==> src/rtl/serial_adder.sv <==
// rtl/serial_adder.sv - bit-serial adder/subtractor, one bit per clock LSB first
module serial_adder #(
    parameter int WIDTH = 8
) (
    input  logic             clk,
    input  logic             rst,
    input  logic             start,
    input  logic [WIDTH-1:0] a,
    input  logic [WIDTH-1:0] b,
    input  logic             cin,
    input  logic             sub,
    output logic             busy,
    output logic             done,
    output logic [WIDTH-1:0] sum,
    output logic             cout,
    output logic             overflow
);

    localparam int CW = $clog2(WIDTH);
    localparam logic [CW-1:0] LAST = CW'(WIDTH - 1);

    typedef enum logic [1:0] {IDLE, RUN, DONE} state_t;

    state_t           state, state_nxt;
    logic [WIDTH-1:0] a_sr, b_sr, psum;
    logic [CW-1:0]    cnt;
    logic             carry;
    logic             accept, s_bit, c_nxt;

    always_ff @(posedge clk or posedge rst) begin
        if (rst) state <= IDLE;
        else     state <= state_nxt;
    end

    always_comb begin
        state_nxt = state;
        accept    = 1'b0;
        case (state)
            IDLE: begin
                if (start) begin
                    accept    = 1'b1;
                    state_nxt = RUN;
                end
            end
            RUN: begin
                if (cnt == LAST) state_nxt = DONE;
            end
            DONE: begin
                if (start) begin
                    accept    = 1'b1;
                    state_nxt = RUN;
                end else begin
                    state_nxt = IDLE;
                end
            end
            default: state_nxt = IDLE;
        endcase
    end

    assign busy  = (state == RUN);
    assign done  = (state == DONE);
    assign s_bit = a_sr[0] ^ b_sr[0] ^ carry;
    assign c_nxt = (a_sr[0] & b_sr[0]) | (a_sr[0] & carry) | (b_sr[0] & carry);

    // Subtraction is a + ~b + 1; cin is deliberately ignored in sub mode.
    always_ff @(posedge clk or posedge rst) begin
        if (rst) begin
            a_sr     <= '0;
            b_sr     <= '0;
            psum     <= '0;
            cnt      <= '0;
            carry    <= 1'b0;
            sum      <= '0;
            cout     <= 1'b0;
            overflow <= 1'b0;
        end else if (accept) begin
            a_sr  <= a;
            b_sr  <= sub ? ~b : b;
            carry <= sub ? 1'b1 : cin;
            cnt   <= '0;
        end else if (state == RUN) begin
            a_sr  <= a_sr >> 1;
            b_sr  <= b_sr >> 1;
            psum  <= {s_bit, psum[WIDTH-1:1]};
            carry <= c_nxt;
            cnt   <= cnt + 1'b1;
            if (cnt == LAST) begin
                sum      <= {s_bit, psum[WIDTH-1:1]};
                cout     <= c_nxt;
                overflow <= carry ^ c_nxt;
            end
        end
    end

endmodule
==> config.mk <==
export PLATFORM = sky130hd
export DESIGN_NAME = serial_adder
export DESIGN_NICKNAME = d
export VERILOG_FILES = /design/src/rtl/serial_adder.sv
export SDC_FILE = /design/constraint.sdc
export NUM_CORES = 1
export LEC_CHECK = 0
export CORE_ASPECT_RATIO = 0.8
export CORE_MARGIN = 8
export CORE_UTILIZATION = 60
export CTS_CLUSTER_SIZE = 20
export DETAILED_ROUTE_END_ITERATION = 10
export DONT_BUFFER_PORTS = 1
export PLACE_DENSITY = 0.76
export SETUP_SLACK_MARGIN = 0.5
export SYNTH_ARGS = -nofsm -noshare
export SYNTH_HDL_FRONTEND = slang
export SYNTH_SLANG_ARGS = --single-unit
export TNS_END_PERCENT = 100
==> constraint.sdc <==
create_clock -name clk -period 1.85 [get_ports clk]
set_input_delay 0.37 -clock clk [delete_from_list [all_inputs] [get_ports clk]]
set_output_delay 0.37 -clock clk [all_outputs]
set_load 0.01 [all_outputs]
# Word-level counts from Yosys, hierarchy flattened

Cells that the tools add are included.

Register bits: 40
Input bits: 21
Output and inout port bits: 12
Word-level logic and storage cells: 47

$add $sub $neg: 1
Equality and inequality tests: 5
Multiplexer cells: 16
Bitwise logic cells: 10
Reduce and logical (&&, ||, !) cells: 6

Operators by type and width:

| operator                                                                 | count |
|---|---|
| 8-bit two-way mux                                                        | 5 |
| 8-bit inverter                                                           | 1 |
| 1-bit two-way mux                                                        | 6 |
| 3-bit two-way mux                                                        | 2 |
| 2-bit case mux with 3 select lines                                       | 1 |
| 2-bit two-way mux                                                        | 2 |
| 2-bit AND reduction                                                      | 2 |
| 3-bit by 1-bit adder with 3-bit output (second input constant)           | 1 |
| 1-bit bitwise AND                                                        | 3 |
| 3-bit == test (second input constant)                                    | 1 |
| 3-bit AND reduction                                                      | 1 |
| 1-bit XOR                                                                | 3 |
| 2-bit by 1-bit == test with 1-bit output (second input constant)         | 1 |
| 2-bit == test (second input constant)                                    | 1 |
| 2-bit zero test                                                          | 1 |
| 2-bit by 1-bit inequality test with 1-bit output (second input constant) | 1 |
| 2-bit inequality test (second input constant)                            | 1 |
| 1-bit bitwise OR                                                         | 2 |
| 2-bit nonzero test                                                       | 1 |
| 2-bit OR reduction                                                       | 1 |
| 1-bit inverter                                                           | 1 |

# Depth between registers and ports, before layout

Gate-level depths: netlist (run 1).

Depth after elaboration: 5
Depth in mapped cells: 6

# Least setup slack after synthesis (run 1)

OpenSTA, ideal clock, no wires.

Kind: register -> register
Start: reg cnt[0]
End: reg cout
Library setup time: 0.125 ns
Data arrival time: 1.359 ns
Slack: 0.367 ns
Stages on the path, launching flop included: 6
Buffers on the path: 1
Clock period less this slack: 1.483 ns
Cells stage by stage: dfrtp_1 > ha_1 > ha_1 > nand3b_1 > buf_4 > mux2_2

Word-level cells in the longest chain between the ends: 2

Ends and longest elaborated chain:

| element                              | RTL line | source |
|---|---|---|
| start: declaration                   | 26       | `logic [CW-1:0] cnt;` |
| start signal: assignment             | 86       | `cnt <= cnt + 1'b1;` |
| 3-bit == test                        | 87       | `if (cnt == LAST) begin` |
| 3-bit AND reduction (no source line) | n/a      |  |
| end signal: assignment               | 89       | `cout <= c_nxt;` |
| end: declaration                     | 15       | `output logic cout,` |

Every way passes these cells.
A chain may end at the register's enable or synchronous reset.

# Worst setup path after layout (run 1)

Start: reg cnt[1]
End: reg sum[5]

Word-level cells in the longest chain between the ends: 2

Ends and longest elaborated chain:

| element                              | RTL line | source |
|---|---|---|
| 3-bit == test                        | 87       |  |
| 3-bit AND reduction (no source line) | n/a      |  |
| end signal: assignment               | 88       | `sum <= {s_bit, psum[WIDTH-1:1]};` |
| end: declaration                     | 14       | `output logic [WIDTH-1:0] sum,` |

Every way passes these cells.

==> results.cfg, run 1 <==
[run_status]
outcome = finished clean

[floorplan]
floorplan.core_area_um2 = 2765
floorplan.initialDensity = 0.6290
rows = 17
die_h_um = 64.16
pin_count = 33
die_w_um = 76.20
dieArea_um2 = 4888

[sta]
worst_case_clock_skew_ns = 0.006143
tightestPinTransition_ns = 0.4818
post-route-min-period_ns = 1.506
fin_hold_ws_ns = 0.01279
report.final.hold_viol_count = 0
timing.final.setup_violations = 0
fin_setup_tns_ns = 0
slew_headroom = 0.6788
fmax_ghz = 0.6642
min_period_over_period = 0.8138
unrepaired_setup_endpoints_after_global_routing = yes
report.final.slew_viol_count = 0

[detailed_routing]
drcViolationCount = 0
drt-initial-drc-count = 53
detailroute.via_count = 1019
routed_wirelength_normalized_by_instance_count_um = 18.76
drt_first_pass_iters = 4
ant_nets = 0
postRouteWirelength_um = 3358
via_density_per_instance = 5.693

[worst_setup_path]
max_fanout_on_critical_path = 12
timing.reg2reg.worst_path_depth = 5
worst_ep_required_time_ns = 2.09
cp_cell_sequence = ha_2 -> ha_4 -> nand3b_1 -> buf_6 -> mux2_2
slowest_stage = dfrtp_1
worst_setup_path_start_kind = register
cp_data_arrival_time_ns = 1.75
timing_worst_setup_path_type = reg -> reg
crit_cells = 5
cp.buffers_inverters = 1
cp_top_family = flip-flops
crit_path_max_incr_delay_ns = 0.40
endpoint_kind = register

[worst_hold_path]
min-delay-path-class = in -> async

[clock_tree]
clkLatencyLatePin_ns = 0.35
numCtsBuffers = 5
cts-htree-levels = 2
clock_edge_transition_at_the_registers_on_the_reported_setup_and_hold_paths_ns = 0.11
cts_sinks = 39
postCtsHoldBufs = 0
clock-root-buffer = clkbuf_4
buffers_from_clock_root_to_sink_at_most = 2
tritoncts = built

[cells_and_area]
drive_gt1_frac = 0.3121
layout-area-overhead-vs-synth_pct = 14.60
num_antenna_cells = 0
fin_nets = 165
layout_common_cells = 39 x dfrtp_1, 10 x mux2_2, 9 x nand2_1, 9 x a22o_1
layout.cells.most_common = dfrtp_1
postLayoutCoreUtil = 0.7208

[pwr]
max-vdd-ir-drop_uv = 941.5
combPwrFrac = 0.449
clkPwrFrac = 0.121
static-leakage-power_uw = 0.0009866
p_switching_uw = 1236
powerDensity_nw_per_um2 = 1834
power.sequential.fraction = 0.431
internal_power_uw = 2419
p_sw_frac = 0.3382

[grt]
grt_util_all_layers = 0.1371
pin_count_of_the_biggest_net_entering_global_routing = 40
gr-total-overflow = 0
grt_antenna_before_repair = 0
first_global_vias = 1059
grt_first_pass_wirelength_um = 5319

[place]
routability_cong = 0.6870
numPortBuffers = 0
post-dp-hpwl_um = 2045

[synth]
synth.area.top_cells = dfrtp_1 56%, mux2_2 11%, mux2i_1 5.2%, a22o_1 4.5%, xor2_1 4.0%
synthCells = 131
synthDominantCellAreaShare = 0.5612
synth_warnings = 0
synthesis.nets = 155
synth.largest_area_cell = dfrtp_1
syn-cell-area_um2 = 1739
post_synth_num_cell_types = 24
ys_seq_elements = 39
synth.yosys.seq_area_share = 0.5612
post_synth.cell_area_avg_um2 = 13.28

[job]
max_cap_violations = 0
[cells in the mapped netlist]
library cell	number
nor2b_1	2
xnor2_1	1
inv_1	3
ha_1	2
clkbuf_2	1
nor2b_4	1
a221o_1	1
buf_2	1
mux2i_1	9
nor2_1	2
a22o_1	9
nand2_1	9
buf_8	1
nand3b_1	1
fa_1	1
xor2_1	8
dfrtp_1	39
mux2_2	17
buf_6	2
o21ai_0	1
o21ai_1	8
o21a_1	1
a21o_1	7
buf_4	4
[flip-flops by register name, summed over array words and instances, names as in the netlist]
| register | flops |
|---|---|
| state | 2 |
| sum | 8 |
| cout | 1 |
| overflow | 1 |
| psum | 7 |
| carry | 1 |
| b_sr | 8 |
| a_sr | 8 |
| cnt | 3 |
[cells by family (layout without fill, tap and decap cells)]
logic type | after synthesis | in the layout | synth area share
AOI/OAI and AO/OA | 27 | 27 | 0.1115
xor gates and xnor gates | 9 | 9 | 0.04533
adders and majority gates | 3 | 3 | 0.02590
buffers and inverters | 12 | 22 | 0.05107
DFF | 39 | 39 | 0.5612
muxes | 26 | 26 | 0.1619
and+or+nand+nor | 15 | 15 | 0.04316
[final cells by class]
type                       instances  area, um^2
timing repair buffer              12       162.7
clock inverter                     1       5.005
multi-input combinational         80       739.5
inverter                           3       11.26
sequential                        39       975.9
fill                             205       772.0
tap                               38       47.55
clock buffer                       6       51.30
[layer usage]
layer | global-route usage | up-vias | wire [um] | part of all wire
met5 | 0 | - | 0 | 0
met4 | 0.06459 | 0 | 124 | 0.037
met3 | 0.07123 | 12 | 277 | 0.082
met2 | 0.2070 | 33 | 1547 | 0.46
met1 | 0.1590 | 503 | 1409 | 0.42
li1 | - | 471 | - | -
[power groups by stage]
stage | clock network [uW] | logic (uW) | registers (uW)
after detailed placement | 0 | 1230 | 1600
final | 441 | 1640 | 1570
after global placement | 0 | 1170 | 1570
after global routing | 482 | 1790 | 1630
after CTS | 462 | 1560 | 1580
after floorplan | 0 | 1150 | 1510
[what timing repair did]
item,4_1_cts,5_1_grt
gates cloned,2,0
endpoints found under the setup margin,37,31
pin swaps,1,3
setup buffers,4,2
gates resized for setup,8,8
[worst register-to-register path, delay by kind of cell, from the launching register on]
kind	cells	cell delay, ns
adder cells (fa/ha/maj)	2	0.36
buffers and inverters	1	0.19
flip-flops	1	0.40
multiplexers	1	0.34
AND/OR/NAND/NOR	1	0.11
[stage by stage]
step,cell area [um^2],std cells,setup slack (ns),power [uW]
3_5_place_dp,1783,164,0.3556,2826
2_1_floorplan,1784,131,0.4341,2655
6_report,1993,179,0.3445,3655
5_1_grt,1993,179,0.2879,3898
3_3_place_gp,1783,164,0.3971,2743
4_1_cts,1953,177,0.3500,3595
[final timing paths]
kind	to	slack, ns	from
max	sum[5]	0.34	cnt[1]
min	sum[1]	0.01	rst
max reg2reg	sum[5]	0.34	cnt[1]
min reg2reg	a_sr[5]	0.49	a_sr[5]
max in group asynchronous	b_sr[3]	1.50	rst
min in group clk	a_sr[6]	0.14	a[6]
Note: power is estimated with default switching activity, not from simulation.
==> inputs of run 2 (changes only) <==
Settings changed: CORE_UTILIZATION 60 to 55, PLACE_DENSITY 0.76 to 0.73.
Clock period 1.85 ns to 1.3 ns, I/O delays scaled along.
==> run 2 against run 1 <==
Compared with the run above:
- the flow now finishes with violations (hold timing, setup timing)
- sequential share of layout area fell by 8.4 points
- combinational power rose by 98%
- largest power group unchanged
- count of clock-buffer cells in the layout rose by 2
- worst setup slack got worse by 0.50 ns
- die area rose by 7.0%
==> results.cfg, run 2 (synthesis gave the netlist of run 1 again) <==
[clock_tree]
cts_sinks = 39
buffers_from_clock_root_to_sink_at_most = 2
tritoncts = built
numCtsBuffers = 5
cts-htree-levels = 2
clock_edge_transition_at_the_registers_on_the_reported_setup_and_hold_paths_ns = 0.07
clock-root-buffer = clkbuf_8
clkLatencyLatePin_ns = 0.29

[grt]
grt_util_all_layers = 0.1600
gr-total-overflow = 0
grt_antenna_before_repair = 0
pin_count_of_the_biggest_net_entering_global_routing = 23
first_global_vias = 1239
grt_first_pass_wirelength_um = 6375

[sta]
report.final.slew_viol_count = 0
fin_setup_tns_ns = -2.350
worst_case_clock_skew_ns = 0.005546
unrepaired_setup_endpoints_after_global_routing = yes
worst_slack_ns = -0.1600
post-route-min-period_ns = 1.460
tightestPinTransition_ns = 0.4692
slew_headroom = 0.6865
fmax_ghz = 0.6849
report.final.hold_viol_count = 20
min_period_over_period = 1.123
timing.final.setup_violations = 27
fin_hold_ws_ns = -0.1475

[job]
max_cap_violations = 0

[place]
post-dp-hpwl_um = 2332
post-place-cells = 175
routability_cong = 0.7157
numPortBuffers = 0
dpl_worst_slack_ns = -0.1596

[pwr]
max-vdd-ir-drop_uv = 1425
powerDensity_nw_per_um2 = 2680
p_total_uw = 6448
static-leakage-power_uw = 0.001193

[cells_and_area]
layout.cells.most_common = dfrtp_1
layout-area-overhead-vs-synth_pct = 38.35
drive_gt1_frac = 0.4908
num_antenna_cells = 0
layout.cells.non_filler = 203
layout_common_cells = 39 x dfrtp_1, 17 x mux2_4, 11 x buf_6, 11 x buf_4, 9 x a22o_1
largest_registers = a_sr x8, b_sr x8, sum x8
fin_nets = 186

[detailed_routing]
drt_first_pass_iters = 4
via_density_per_instance = 5.591
drt-initial-drc-count = 36
routed_wirelength_normalized_by_instance_count_um = 19.72
detailroute.via_count = 1135
drcViolationCount = 0
postRouteWirelength_um = 4004
ant_nets = 0

[worst_setup_path]
timing_worst_setup_path_type = reg -> reg
worst_ep_required_time_ns = 1.47
max_fanout_on_critical_path = 12
cp_data_arrival_time_ns = 1.63
endpoint_kind = register
worst_setup_path_start_kind = register

[worst_hold_path]
min-delay-path-class = in -> async

[run_status]
outcome = finished, violations left
violations = hold timing, setup timing

[floorplan]
die_h_um = 66.30
floorplan.initialDensity = 0.5678
die_w_um = 78.87
pin_count = 33
floorplan.core_area_um2 = 3063
rows = 18
dieArea_um2 = 5229
==> run 2: cell count changes in the layout (fill, tap and decap cells not counted), moves of 6 or more <==
cell / change
mux2_2: -10
buf_6: +9
clkbuf_8: +6
o21ai_1: -6
mux2_4: +10
o21ai_2: +6
==> run 2: final cells by class <==
class	count	area [um^2]
repair buffers	32	406.6
multi-input cells	81	858.3
clock buffers	8	100.1
inverters	3	15.01
flip-flops and latches	39	975.9
fillers	179	656.9
well taps	40	50.05
==> run 2: stage by stage <==
stage | hold WS (ns) | util | instance area [um^2]
global route | -0.1308 | 0.7855 | 2406
CTS | -0.1464 | 0.7500 | 2297
global placement | 0.1613 | 0.6303 | 1931
floorplan | 0.2325 | - | 1842
detailed placement | 0.1707 | 0.6303 | 1931
finish | -0.1475 | 0.7855 | 2406
==> run 2: worst paths after layout <==
path	depth (start not counted)	startpoint	slack (ns)	endpoint
hold / removal	1	rst	-0.15	state[0]
max in group asynchronous	2	rst	0.97	a_sr[6]
setup / recovery	5	cnt[1]	-0.16	sum[3]
min in group clk	2	a[6]	0.10	a_sr[6]
setup reg to reg	5	cnt[1]	-0.16	sum[3]
hold reg to reg	1	a_sr[5]	0.48	a_sr[5]
==> run 2: what timing repair did <==
item	CTS	global route
resized for setup	29	14
hold endpoints to repair	20	20
setup endpoints to repair	51	51
buffers inserted	11	6
pin swaps	9	1
gates cloned	3	0
==> run 2: critical path, stage by stage, from the launching register on <==
cell and delay, ns:
dfrtp_1 0.39, ha_2 0.20, ha_4 0.15, nand3b_1 0.13, buf_12 0.16, mux2_4 0.30
==> run 2: where the power goes <==
part | total (uW) | leakage [uW] | internal (uW) | switching [uW]
Combinational | 3240 | 0.000658 | 2080 | 1160
Clock | 887 | 0.0000515 | 484 | 403
Sequential | 2320 | 0.000484 | 1780 | 535
==> run 2: per-layer routing <==
layer  global-route usage  up-vias  wire (um)
met5                    0        -          0
met2               0.2642       30       2013
met4              0.06682        0         60
met1               0.1851      582       1714
met3              0.05842        6        215
li1                     -      517          -
==> inputs of run 3 (changes only) <==
Settings changed: SLEW_MARGIN from default to 20.
==> results of run 3 <==
No change in the layout: final DEF, timing and power equal those of run 2.
